## config.mk

```make
export PLATFORM = sky130hd
export DESIGN_NAME = iob_host_arb_flat
export DESIGN_NICKNAME = d
export VERILOG_FILES = /design/src/rtl/iob_host_arb_if.sv /design/src/rtl/iob_host_arb.sv /design/src/flat_wrapper.sv
export SDC_FILE = /design/constraint.sdc
export NUM_CORES = 1
export LEC_CHECK = 0
export CORE_AREA = 2 2 103 105
export CTS_CLUSTER_DIAMETER = 60
export DETAILED_ROUTE_END_ITERATION = 8
export DIE_AREA = 0 0 105 107
export GPL_ROUTABILITY_DRIVEN = 0
export GPL_TIMING_DRIVEN = 1
export PLACE_DENSITY_LB_ADDON = 0.08
export SYNTH_ARGS = -nofsm -noshare
export SYNTH_HDL_FRONTEND = slang
export SYNTH_SLANG_ARGS = --single-unit
```

## constraint.sdc

```tcl
create_clock -name clk_i -period 1.84 [get_ports clk_i]
set_input_delay 0.184 -clock clk_i [delete_from_list [all_inputs] [get_ports clk_i]]
set_output_delay 0.184 -clock clk_i [all_outputs]
set_load 0.005 [all_outputs]
```

## src/rtl/iob_host_arb_if.sv

```systemverilog
// Bundle of the per-channel IOb host ports and the shared IOb manager port.
// The arbiter attaches through the slave modport; the environment uses master.
interface iob_host_arb_if #(
  parameter int N_CH   = 2,
  parameter int ADDR_W = 16,
  parameter int DATA_W = 32
);
  logic [N_CH-1:0]            s_avalid_i;
  logic [N_CH*ADDR_W-1:0]     s_addr_i;
  logic [N_CH*DATA_W-1:0]     s_wdata_i;
  logic [N_CH*DATA_W/8-1:0]   s_wstrb_i;
  logic [N_CH*DATA_W-1:0]     s_rdata_o;
  logic [N_CH-1:0]            s_ready_o;
  logic [N_CH-1:0]            s_rvalid_o;
  logic                       m_avalid_o;
  logic [ADDR_W-1:0]          m_addr_o;
  logic [DATA_W-1:0]          m_wdata_o;
  logic [DATA_W/8-1:0]        m_wstrb_o;
  logic [DATA_W-1:0]          m_rdata_i;
  logic                       m_rvalid_i;
  logic                       m_ready_i;

  modport slave (
    input  s_avalid_i, s_addr_i, s_wdata_i, s_wstrb_i, m_rdata_i, m_rvalid_i, m_ready_i,
    output s_rdata_o, s_ready_o, s_rvalid_o, m_avalid_o, m_addr_o, m_wdata_o, m_wstrb_o
  );

  modport master (
    output s_avalid_i, s_addr_i, s_wdata_i, s_wstrb_i, m_rdata_i, m_rvalid_i, m_ready_i,
    input  s_rdata_o, s_ready_o, s_rvalid_o, m_avalid_o, m_addr_o, m_wdata_o, m_wstrb_o
  );
endinterface

```

## src/rtl/iob_host_arb.sv

```systemverilog
// Round-robin arbiter funnelling N_CH IOb host channels onto one IOb manager port.
// Define IOB_HOST_ARB_TIMEOUT_EN to add the read watchdog and the sticky err_o flag.
module iob_host_arb #(
  parameter int N_CH        = 2,
  parameter int ADDR_W      = 16,
  parameter int DATA_W      = 32,
  parameter int TIMEOUT_CYC = 1024
) (
  input  logic          clk_i,
  input  logic          arst_i,
  iob_host_arb_if.slave bus,
  output logic          err_o
);
  localparam int GW = (N_CH > 1) ? $clog2(N_CH) : 1;
  localparam int SW = DATA_W / 8;

  typedef enum logic [1:0] {IDLE, REQ, WAIT_RD} state_t;

  state_t            state_reg, state_next;
  logic [GW-1:0]     g_reg, g_next, p_reg, p_next, pick;
  logic              found;
  logic [ADDR_W-1:0] g_addr;
  logic [DATA_W-1:0] g_wdata;
  logic [SW-1:0]     g_wstrb;
  logic              req_active, rd_done, timeout;
  logic [DATA_W-1:0] rd_data;

  assign g_addr  = bus.s_addr_i[int'(g_reg)*ADDR_W +: ADDR_W];
  assign g_wdata = bus.s_wdata_i[int'(g_reg)*DATA_W +: DATA_W];
  assign g_wstrb = bus.s_wstrb_i[int'(g_reg)*SW +: SW];

  // First requesting channel found walking upward from the pointer, wrapping at N_CH.
  always_comb begin
    pick  = '0;
    found = 1'b0;
    for (int i = 0; i < N_CH; i++) begin
      if (!found && bus.s_avalid_i[(int'(p_reg) + i) % N_CH]) begin
        pick  = GW'((int'(p_reg) + i) % N_CH);
        found = 1'b1;
      end
    end
  end

  always_ff @(posedge clk_i or posedge arst_i) begin
    if (arst_i) begin
      state_reg <= IDLE;
      g_reg     <= '0;
      p_reg     <= '0;
    end else begin
      state_reg <= state_next;
      g_reg     <= g_next;
      p_reg     <= p_next;
    end
  end

  always_comb begin
    state_next = state_reg;
    g_next     = g_reg;
    p_next     = p_reg;
    case (state_reg)
      IDLE: begin
        if (found) begin
          g_next     = pick;
          state_next = REQ;
        end
      end
      REQ: begin
        if (!bus.s_avalid_i[g_reg]) begin
          state_next = IDLE;
        end else if (bus.m_ready_i) begin
          p_next     = (g_reg == GW'(N_CH - 1)) ? '0 : g_reg + 1'b1;
          state_next = (g_wstrb == '0) ? WAIT_RD : IDLE;
        end
      end
      WAIT_RD: begin
        if (rd_done) state_next = IDLE;
      end
      default: state_next = IDLE;
    endcase
  end

  // A host withdrawing its request in REQ drops m_avalid_o in that same cycle.
  assign req_active     = (state_reg == REQ) && bus.s_avalid_i[g_reg];
  assign rd_done        = (state_reg == WAIT_RD) && (bus.m_rvalid_i || timeout);
  assign rd_data        = bus.m_rvalid_i ? bus.m_rdata_i : '1;

  assign bus.m_avalid_o = req_active;
  assign bus.m_addr_o   = (state_reg == REQ) ? g_addr  : '0;
  assign bus.m_wdata_o  = (state_reg == REQ) ? g_wdata : '0;
  assign bus.m_wstrb_o  = (state_reg == REQ) ? g_wstrb : '0;

  genvar gi;
  generate
    for (gi = 0; gi < N_CH; gi++) begin : g_ch
      assign bus.s_ready_o[gi]  = req_active && bus.m_ready_i && (g_reg == GW'(gi));
      assign bus.s_rvalid_o[gi] = rd_done && (g_reg == GW'(gi));
      assign bus.s_rdata_o[gi*DATA_W +: DATA_W] =
        (rd_done && (g_reg == GW'(gi))) ? rd_data : '0;
    end
  endgenerate

`ifdef IOB_HOST_ARB_TIMEOUT_EN
  localparam int WW = $clog2(TIMEOUT_CYC + 1);

  logic [WW-1:0] wd_reg;
  logic          err_reg;

  // Fires once TIMEOUT_CYC whole cycles have passed in WAIT_RD; a late rvalid still wins.
  assign timeout = (state_reg == WAIT_RD) && !bus.m_rvalid_i && (wd_reg == WW'(TIMEOUT_CYC));
  assign err_o   = err_reg;

  always_ff @(posedge clk_i or posedge arst_i) begin
    if (arst_i) begin
      wd_reg  <= '0;
      err_reg <= 1'b0;
    end else begin
      wd_reg <= ((state_reg == WAIT_RD) && !rd_done) ? wd_reg + 1'b1 : '0;
      if (timeout) err_reg <= 1'b1;
    end
  end
`else
  assign timeout = 1'b0;
  assign err_o   = 1'b0;
`endif
endmodule

```

## src/flat_wrapper.sv

```systemverilog
// flat-port wrapper written by rule: the top's interface ports become plain ports
module iob_host_arb_flat 
#(
  parameter int N_CH        = 2,
  parameter int ADDR_W      = 16,
  parameter int DATA_W      = 32,
  parameter int TIMEOUT_CYC = 1024
)
  (clk_i, arst_i, err_o, bus_s_avalid_i, bus_s_addr_i, bus_s_wdata_i, bus_s_wstrb_i, bus_m_rdata_i, bus_m_rvalid_i, bus_m_ready_i, bus_s_rdata_o, bus_s_ready_o, bus_s_rvalid_o, bus_m_avalid_o, bus_m_addr_o, bus_m_wdata_o, bus_m_wstrb_o);
  iob_host_arb_if #(.N_CH(N_CH), .ADDR_W(ADDR_W), .DATA_W(DATA_W)) bus_i ();
  input  logic clk_i;
  input  logic arst_i;
  output logic err_o;
  input wire logic [$bits(bus_i.s_avalid_i)-1:0] bus_s_avalid_i;
  input wire logic [$bits(bus_i.s_addr_i)-1:0] bus_s_addr_i;
  input wire logic [$bits(bus_i.s_wdata_i)-1:0] bus_s_wdata_i;
  input wire logic [$bits(bus_i.s_wstrb_i)-1:0] bus_s_wstrb_i;
  input wire logic [$bits(bus_i.m_rdata_i)-1:0] bus_m_rdata_i;
  input wire logic [$bits(bus_i.m_rvalid_i)-1:0] bus_m_rvalid_i;
  input wire logic [$bits(bus_i.m_ready_i)-1:0] bus_m_ready_i;
  output wire logic [$bits(bus_i.s_rdata_o)-1:0] bus_s_rdata_o;
  output wire logic [$bits(bus_i.s_ready_o)-1:0] bus_s_ready_o;
  output wire logic [$bits(bus_i.s_rvalid_o)-1:0] bus_s_rvalid_o;
  output wire logic [$bits(bus_i.m_avalid_o)-1:0] bus_m_avalid_o;
  output wire logic [$bits(bus_i.m_addr_o)-1:0] bus_m_addr_o;
  output wire logic [$bits(bus_i.m_wdata_o)-1:0] bus_m_wdata_o;
  output wire logic [$bits(bus_i.m_wstrb_o)-1:0] bus_m_wstrb_o;
  assign bus_i.s_avalid_i = bus_s_avalid_i;
  assign bus_i.s_addr_i = bus_s_addr_i;
  assign bus_i.s_wdata_i = bus_s_wdata_i;
  assign bus_i.s_wstrb_i = bus_s_wstrb_i;
  assign bus_i.m_rdata_i = bus_m_rdata_i;
  assign bus_i.m_rvalid_i = bus_m_rvalid_i;
  assign bus_i.m_ready_i = bus_m_ready_i;
  assign bus_s_rdata_o = bus_i.s_rdata_o;
  assign bus_s_ready_o = bus_i.s_ready_o;
  assign bus_s_rvalid_o = bus_i.s_rvalid_o;
  assign bus_m_avalid_o = bus_i.m_avalid_o;
  assign bus_m_addr_o = bus_i.m_addr_o;
  assign bus_m_wdata_o = bus_i.m_wdata_o;
  assign bus_m_wstrb_o = bus_i.m_wstrb_o;
  iob_host_arb #(.N_CH(N_CH), .ADDR_W(ADDR_W), .DATA_W(DATA_W), .TIMEOUT_CYC(TIMEOUT_CYC)) u_core (.clk_i(clk_i), .arst_i(arst_i), .bus(bus_i), .err_o(err_o));
endmodule
```

==> results_dict.tcl <==
set metrics [dict create \
    status "complete, no violations" \
    largest_reg_flops 2 \
    ff2ff_setup_slack_ps 330 \
    cp-start-kind "register" \
    hold_viol 0 \
    power.switching_mw 1.05 \
    postRouteAntennaNets 0 \
    powerDensity_nw_per_um2 597 \
    final.setup.tns_ps 0 \
    numPortBuffers 262 \
    syn_inst 217 \
    crit_fanout 9 \
    syn_to_final_growth_pct 206 \
    drc 0 \
    fp.dieH_um 107 \
    core-area_um2 10100 \
    drt-vias-per-instance 4.03 \
    seq_area_um2 103 \
    crit_required_ps 1660 \
    diodes 0 \
    drive_gt1_frac 0.166 \
    comb_power_share 0.872 \
    grt_pass1_vias 2431 \
    final_util 0.444 \
    dieWidth_um 105 \
    switching_share 0.394 \
    multiInputGateArea_um2 1290 \
    ys_ff_latch 4 \
    synth_area_um2 1470 \
    vias 2558 \
    fin_crit_sh 0.988 \
    p_clk_frac 0.072 \
    leakage_nw 2.67 \
    peakVddDrop_mv 0.465 \
    cts_buffers 3 \
    placed_cells 613 \
    grt_pass1_wl_um 12700 \
    synth_cell_type_count 23 \
    fmax_mhz 550 \
    routed_wl_um 9000 \
    drt_iter0_markers 58 \
    cts_max_path_buffers 2 \
    pwr-share-seq 0.055 \
    grt_overflow 0 \
    fin_worst_skew_ps 7.02 \
    htreeDepth 1 \
    synth_warnings 0 \
    final_cells 635 \
    rsz0062_at_grt "yes" \
    dieArea_um2 11200 \
    track_usage 0.142 \
    drv_cap 0 \
    drt_pass1_iterations 4 \
    clock_latency_ps 220 \
    antenna_found_initial 0 \
    clk_pin_slew_ps 30 \
    nNetsFinal 642 \
    clkSinkCount 4 \
    rows 37 \
    hold_path_class "primary input to async pin" \
    ff2ff_path_depth 5 \
    worstPathArrival_ps 1630 \
    grt_max_degree 34 \
    ios 264 \
    seq_area_frac_synth 0.0683 \
    start_util 0.145 \
    cts_hold_buf 0 \
    endpoint_kind "output port" \
    hpwl_um 7370 \
    holdWs_ps 147 \
    slew_viol_final 0 \
    cts-root-buf "clkbuf_8" \
    cts_tree "done" \
    synth_nets 359 \
    syn_avg_cell_area_um2 6.76 \
    finalSetupViolCount 0 \
    internal_power_mw 1.62 \
    nFillCells 1091 \
    worst-setup-path-type "register to output port" \
    fin_crit_ps 1820 \
    avgRoutedWirePerCell_um 14.2 \
]
[repair_timing]
item | 4_1_cts | 5_1_grt
cloned | 2 | 2
gates resized for setup | 108 | 101
pin swaps | 4 | 5
setup buffers | 4 | 10
endpoints found under the hold margin | 0 | 0
endpoints found under the setup margin | 120 | 59
[path summary, 6_finish.rpt]
check / start / endpoint
max: u_core.state_reg[0] / bus_s_rdata_o[6]
min: arst_i / u_core.g_reg
max reg2reg: u_core.state_reg[1] / u_core.p_reg
min reg2reg: u_core.p_reg / u_core.p_reg
max in group asynchronous: arst_i / u_core.state_reg[1]
min in group clk_i: bus_m_rvalid_i / u_core.state_reg[1]
[power groups by stage]
| stage | logic, mW | registers, mW | clock network [mW] |
|---|---|---|---|
| floorplan | 1.13 | 0.133 | 0 |
| global route | 2.55 | 0.153 | 0.209 |
| CTS | 2.33 | 0.157 | 0.200 |
| detailed placement | 2.53 | 0.158 | 0 |
| global placement | 2.55 | 0.157 | 0 |
| finish | 2.33 | 0.148 | 0.194 |
[per-stage QoR]
stage	setup slack, ps	area [µm²]	total power, mW
finish	22.1	4480	2.68
global route	-70.7	4480	2.91
CTS	-194	4400	2.68
detailed placement	-148	4360	2.69
global placement	-134	4360	2.70
floorplan	465	1470	1.26
[placed cells by master (no fill, tap or decap), types with 3 or more instances in the layout]
| cell | instances |
|---|---|
| clkdlybuf4s50_1 | 140 |
| dlygate4sd2_1 | 65 |
| and2_1 | 64 |
| nor2_1 | 56 |
| mux2i_1 | 53 |
| clkbuf_2 | 31 |
| dlymetal6s2s_1 | 23 |
| buf_4 | 21 |
| buf_6 | 6 |
| buf_12 | 5 |
| clkbuf_8 | 3 |
| buf_2 | 3 |
[Yosys cell counts]
| cell type | count | area, µm² |
|---|---|---|
| nand2b_1 | 2 | 12.5 |
| or3b_1 | 1 | 8.76 |
| buf_4 | 4 | 30.0 |
| and4b_1 | 1 | 10.0 |
| and3_1 | 1 | 6.26 |
| dfrtp_1 | 4 | 100 |
| o22ai_1 | 1 | 6.26 |
| o22a_1 | 1 | 8.76 |
| buf_1 | 1 | 3.75 |
| nor3_1 | 1 | 5.00 |
| a22oi_1 | 1 | 7.51 |
| mux2i_1 | 54 | 541 |
| nor2_1 | 58 | 218 |
| nor4_1 | 1 | 6.26 |
| nor3b_2 | 1 | 12.5 |
| clkbuf_1 | 9 | 33.8 |
| nand2_1 | 1 | 3.75 |
| conb_1 | 1 | 3.75 |
| and2_1 | 64 | 400 |
| buf_2 | 6 | 30.0 |
| a31oi_1 | 1 | 6.26 |
| inv_1 | 2 | 7.51 |
| a21oi_1 | 1 | 5.00 |
[layer usage]
metal | wire [µm] | track usage
met3 | 942 | 0.0547
met2 | 4840 | 0.295
met5 | 0 | 0
met1 | 3160 | 0.132
met4 | 59 | 0.0190
[cell type report]
cell class                 count  share of cell area
timing repair buffer         298               0.639
multi-input combinational    191               0.289
tap                          136              0.0379
sequential                     4              0.0229
clock buffer                   4              0.0100
inverter                       2             0.00167
[critical path, cell delays in order, from the launching register on]
cell	delay, ps
dfrtp_1	380
nand2b_4	160
nor3b_4	190
buf_6	150
clkbuf_16	140
buf_6	90
buf_6	80
and2_1	110
buf_2	110
[logic make-up after synthesis]
family	Yosys count	share of synthesized area
other cells	1	0.00256
flops	4	0.0683
simple gates	131	0.466
mux	54	0.369
buf+inv	22	0.0717
compound gates	5	0.0230
Note: power is estimated with default switching activity, not from simulation.
